## src/rtl/stack_push_seq.sv

```systemverilog
// Push sequencer for CALL / interrupt entry: writes the return address (and flags
// on interrupt) to the data-memory stack low word first, and owns the stack pointer.
module stack_push_seq #(
  parameter int unsigned     W       = 16,
  parameter int unsigned     SIZE    = 20,
  parameter logic [SIZE-1:0] SP_INIT = '1,
  parameter int unsigned     FLAGS_W = 3
) (
  input  logic               clk,
  input  logic               rst,
  input  logic               call_req,
  input  logic               int_req,
  input  logic [2*W-1:0]     ret_pc,
  input  logic [FLAGS_W-1:0] flags,
  input  logic               pop_inc,
  output logic               mem_we,
  output logic [SIZE-1:0]    mem_addr,
  output logic [W-1:0]       mem_wd,
  output logic               busy,
  output logic               done,
  output logic [SIZE-1:0]    sp,
  output logic               stack_ovf
);

  localparam logic [1:0] S_IDLE    = 2'd0;
  localparam logic [1:0] S_PUSH_FL = 2'd1;
  localparam logic [1:0] S_PUSH_LO = 2'd2;
  localparam logic [1:0] S_PUSH_HI = 2'd3;

  logic [1:0]         r_state;
  logic [1:0]         w_state_next;
  logic [SIZE-1:0]    r_sp;
  logic [SIZE-1:0]    w_sp_next;
  logic [2*W-1:0]     r_pc;
  logic [FLAGS_W-1:0] r_flags;
  logic               r_ovf;
  logic               r_done;
  logic               w_we;
  logic               w_accept;

  assign w_we     = (r_state != S_IDLE);
  assign w_accept = (r_state == S_IDLE) && (int_req || call_req);

  always_comb begin
    w_state_next = r_state;
    case (r_state)
      S_IDLE: begin
        if (int_req)       w_state_next = S_PUSH_FL;
        else if (call_req) w_state_next = S_PUSH_LO;
      end
      S_PUSH_FL: w_state_next = S_PUSH_LO;
      S_PUSH_LO: w_state_next = S_PUSH_HI;
      default:   w_state_next = S_IDLE;
    endcase
  end

  // Writes only happen outside IDLE and pops only inside it, so the two never collide.
  always_comb begin
    w_sp_next = r_sp;
    if (w_we)
      w_sp_next = r_sp - 1'b1;
    else if (pop_inc && !w_accept)
      w_sp_next = r_sp + 1'b1;
  end

  always_ff @(posedge clk) begin
    if (rst) begin
      r_state <= S_IDLE;
      r_sp    <= SP_INIT;
      r_pc    <= '0;
      r_flags <= '0;
      r_ovf   <= 1'b0;
      r_done  <= 1'b0;
    end else begin
      r_state <= w_state_next;
      r_sp    <= w_sp_next;
      r_done  <= (r_state == S_PUSH_HI);
      if (w_accept) begin
        r_pc <= ret_pc;
        if (int_req) r_flags <= flags;
      end
      if (w_we && (r_sp == '0)) r_ovf <= 1'b1;
    end
  end

  always_comb begin
    mem_wd = '0;
    case (r_state)
      S_PUSH_FL: mem_wd = {{(W-FLAGS_W){1'b0}}, r_flags};
      S_PUSH_LO: mem_wd = r_pc[W-1:0];
      S_PUSH_HI: mem_wd = r_pc[2*W-1:W];
      default:   mem_wd = '0;
    endcase
  end

  assign mem_we    = w_we;
  assign mem_addr  = r_sp;
  assign busy      = w_we;
  assign done      = r_done;
  assign sp        = r_sp;
  assign stack_ovf = r_ovf;

endmodule
```

## config.mk

```make
export PLATFORM = sky130hd
export DESIGN_NAME = stack_push_seq
export DESIGN_NICKNAME = d
export VERILOG_FILES = /design/src/rtl/stack_push_seq.sv
export SDC_FILE = /design/constraint.sdc
export NUM_CORES = 1
export LEC_CHECK = 0
export CORE_MARGIN = 1.5
export CORE_UTILIZATION = 45
export CTS_CLUSTER_SIZE = 20
export DETAILED_ROUTE_END_ITERATION = 16
export PLACE_DENSITY = 0.87
export SETUP_SLACK_MARGIN = 0.4
export SYNTH_ARGS = -nofsm -noshare
export SYNTH_HDL_FRONTEND = slang
export SYNTH_SLANG_ARGS = --single-unit
```

## constraint.sdc

```tcl
create_clock -name clk -period 4.6 [get_ports clk]
set_input_delay 0.69 -clock clk [delete_from_list [all_inputs] [get_ports clk]]
set_output_delay 0.69 -clock clk [all_outputs]
set_load 0.03 [all_outputs]
```

==> load_flow_metrics.sql <==
INSERT INTO impl_metrics (metric_group, metric, value, unit) VALUES
('yosys', 'synth.most_common_cell', 'sky130_fd_sc_hd__nand2_1', ''),
('global_routing', 'wire_length_of_the_first_global_routing_pass', '15900', 'µm'),
('clocking', 'max-clock-path-buffers', '2', ''),
('critical_path', 'critical_path_class', 'reg2reg', ''),
('die', 'die_height', '91.4', 'µm'),
('route', 'wl', '9620', 'µm'),
('finish', 'areaGrowthSynthToFinish', '31.1', '%'),
('timing', 'max-slew-margin-rel', '17.4', '%'),
('place', 'post_dp_hpwl', '6590', 'µm'),
('yosys', 'synth.top_cells.by_area', 'sky130_fd_sc_hd__dfxtp_1, sky130_fd_sc_hd__nand2_1, sky130_fd_sc_hd__ha_1', ''),
('critical_path', 'reg2reg_depth', '10', ''),
('yosys', 'synth_top_area_share', '33.6', '%'),
('critical_path', 'worstPathArrival', '3.95', 'ns'),
('die', 'starting_density', '46.0', '%'),
('die', 'die-area', '8360', 'µm²'),
('yosys', 'combinational_family_with_the_most_area_after_synthesis', 'compound AO/OA/AOI/OAI gates', ''),
('clocking', 'h-tree-depth', '3', ''),
('critical_path', 'setup.reg_to_reg.worst_slack', '0.86', 'ns'),
('timing', 'slew_viol_final', '0', ''),
('critical_path', 'worstReg2RegStart', 'r_state[1]$_SDFFE_PP0P_', ''),
('yosys', 'synth-adder-area-share', '8.75', '%'),
('clocking', 'cts_root_buffer', 'sky130_fd_sc_hd__clkbuf_8', ''),
('yosys', 'synth_cell_area', '3520', 'µm²'),
('finish', 'post_route_cells_drive_above_1_share', '5.75', '%'),
('die', 'top_level_ports', '100', ''),
('yosys', 'synth.yosys.seq_area_share', '33.6', '%'),
('clocking', 'cts-buffers-inserted', '9', ''),
('yosys', 'post_synth_most_frequent_cells', 'sky130_fd_sc_hd__nand2_1, sky130_fd_sc_hd__dfxtp_1, sky130_fd_sc_hd__a21oi_1', ''),
('clocking', 'cts.reportedPaths.clkPinSlew', '0.07', 'ns'),
('die', 'dieWidth', '91.4', 'µm'),
('power_and_ir_drop', 'cellPowerDensity', '780', 'nW/µm²'),
('route', 'final_antenna_net_count', '0', ''),
('timing', 'rsz_0062_raised_after_global_routing', 'false', ''),
('critical_path', 'cp_max_fo', '29', ''),
('place', 'post-place-cells', '609', ''),
('min_path', 'whs_endpoint', 'r_pc[15]$_SDFFE_PP0P_', ''),
('clocking', 'cts_resized', '0', ''),
('route', 'avgViaCountPerCell', '5.73', ''),
('critical_path', 'worstSetupEndpointType', 'flop', ''),
('yosys', 'proportion_of_synthesized_flip_flops_having_asynchronous_set_or_reset', '0', '%'),
('finish', 'antenna_cells_inserted', '0', ''),
('die', 'core-area', '7650', 'µm²'),
('flow_run', 'max_cap_viol_count', '0', ''),
('timing', 'tightest_slew', '1.24', 'ns'),
('critical_path', 'worstSetupStartpointType', 'flop', ''),
('timing', 'setup-tns-final', '0', 'ns'),
('yosys', 'synth-compound-area-share', '24.6', '%'),
('min_path', 'min_path_type', 'reg2reg', ''),
('clocking', 'clkLatencyLatePin', '0.34', 'ns'),
('yosys', 'syn_area_per_cell', '7.77', 'µm²'),
('global_routing', 'gr-total-overflow', '0', ''),
('global_routing', 'largest_net_degree_at_the_start_of_global_routing', '53', ''),
('global_routing', 'grt.total_usage', '23.3', '%'),
('power_and_ir_drop', 'power_leakage', '1.79', 'nW'),
('timing', 'fin_crit_sh', '81.3', '%'),
('status', 'status', 'complete, no violations', ''),
('route', 'drt_drc_violations_left', '0', ''),
('finish', 'n_fill_cell', '664', ''),
('finish', 'final_core_util', '60.3', '%'),
('clocking', 'cts_tree', 'yes', ''),
('critical_path', 'cp_data_required_time', '4.81', 'ns'),
('timing', 'report.final.hold_viol_count', '0', ''),
('yosys', 'synth_seq_cells', '59', ''),
('finish', 'layout.nets', '582', ''),
('timing', 'final-setup-viol-count', '0', ''),
('finish', 'finalNonFillerCells', '624', ''),
('yosys', 'yosys.area_share.xor_xnor', '3.49', '%'),
('yosys', 'ys.warnings.count', '0', ''),
('global_routing', 'first_global_vias', '3473', ''),
('yosys', 'synth-edff-count', '0', ''),
('yosys', 'syn-instance-count', '453', '');
==> how the worst max path moves through the flow <==
stage / startpoint / cells after the start / to
finish: r_state[1]$_SDFFE_PP0P_ / 10 / mem_addr[18]$_SDFFE_PP1P_
global route: r_state[1]$_SDFFE_PP0P_ / 10 / mem_addr[18]$_SDFFE_PP1P_
CTS: r_state[1]$_SDFFE_PP0P_ / 10 / mem_addr[18]$_SDFFE_PP1P_
detailed placement: r_state[1]$_SDFFE_PP0P_ / 10 / mem_addr[18]$_SDFFE_PP1P_
global placement: r_state[1]$_SDFFE_PP0P_ / 10 / mem_addr[18]$_SDFFE_PP1P_
floorplan: r_state[1]$_SDFFE_PP0P_ / 11 / mem_addr[18]$_SDFFE_PP1P_
==> sequential cells by signal, indices dropped and copies added, names as in the netlist <==
register,flops
stack_ovf,1
r_flags,3
r_state,2
mem_addr,20
done,1
r_pc,32
==> critical path, cell delays in order (launching register included) <==
cell	delay, ns
sky130_fd_sc_hd__dfxtp_1	0.36
sky130_fd_sc_hd__inv_1	0.13
sky130_fd_sc_hd__ha_1	0.18
sky130_fd_sc_hd__clkinv_1	0.74
sky130_fd_sc_hd__ha_1	0.74
sky130_fd_sc_hd__a21oi_1	0.29
sky130_fd_sc_hd__o21ai_1	0.20
sky130_fd_sc_hd__a311o_1	0.39
sky130_fd_sc_hd__a221oi_2	0.31
sky130_fd_sc_hd__xor2_1	0.17
sky130_fd_sc_hd__o211ai_1	0.10
==> cells in the final DEF, fill, tap and decap left out, types with 3 or more instances in the layout <==
| cell type | n |
|---|---|
| sky130_fd_sc_hd__ha_1 | 23 |
| sky130_fd_sc_hd__a211oi_1 | 3 |
| sky130_fd_sc_hd__buf_4 | 3 |
| sky130_fd_sc_hd__clkdlybuf4s50_1 | 98 |
| sky130_fd_sc_hd__o21ai_1 | 3 |
| sky130_fd_sc_hd__clkbuf_8 | 10 |
| sky130_fd_sc_hd__a22oi_1 | 14 |
| sky130_fd_sc_hd__a222oi_1 | 3 |
| sky130_fd_sc_hd__nand3_1 | 9 |
| sky130_fd_sc_hd__o21a_1 | 3 |
| sky130_fd_sc_hd__a21o_1 | 8 |
| sky130_fd_sc_hd__dfxtp_1 | 59 |
| sky130_fd_sc_hd__nor2_1 | 33 |
| sky130_fd_sc_hd__nand4_1 | 3 |
| sky130_fd_sc_hd__o211ai_1 | 10 |
| sky130_fd_sc_hd__nand2_1 | 100 |
| sky130_fd_sc_hd__a21oi_1 | 50 |
| sky130_fd_sc_hd__xor2_1 | 8 |
| sky130_fd_sc_hd__nor3_1 | 7 |
| sky130_fd_sc_hd__xnor2_1 | 6 |
| sky130_fd_sc_hd__o21ai_0 | 9 |
| sky130_fd_sc_hd__and3_1 | 4 |
| sky130_fd_sc_hd__inv_1 | 4 |
| sky130_fd_sc_hd__nor4_1 | 7 |
==> cells by family after synthesis <==
family | after synthesis
and+or+nand+nor | 173
buffers and inverters | 54
xor gates and xnor gates | 14
AOI/OAI and AO/OA | 127
adders and majority gates | 24
DFF | 59
muxes | 2
==> per-stage QoR <==
step	setup slack (ns)	total power, mW	cell area [µm²]	hold WS, ns
floorplan	1.27	2.50	3520	0.436
global placement	1.25	2.97	4400	0.442
detailed placement	1.02	3.04	4400	0.449
CTS	0.989	3.58	4610	0.458
global route	0.637	3.83	4610	0.479
finish	0.859	3.60	4610	0.455
==> final cells by class <==
type,count,area (µm²),area share [%]
Clock buffer,10,138,2.98
Clock inverter,5,77.6,1.68
Multi-Input combinational cell,340,2060,44.6
Sequential cell,59,1180,25.6
Timing Repair Buffer,102,1010,21.9
Tap cell,102,128,2.77
Inverter,6,22.5,0.488
==> layer usage <==
metal,GRT usage [%],routed length [µm]
met2,39.7,4720
met1,28.2,4160
met3,3.77,563
met5,0,0
met4,11.3,177
==> power by group <==
part,total [mW],internal [mW],switching (mW)
Combinational,2.30,0.918,1.38
Clock,0.522,0.315,0.207
Sequential,0.779,0.638,0.141
Total,3.60,1.87,1.73
(Power assumes the default switching activity.)
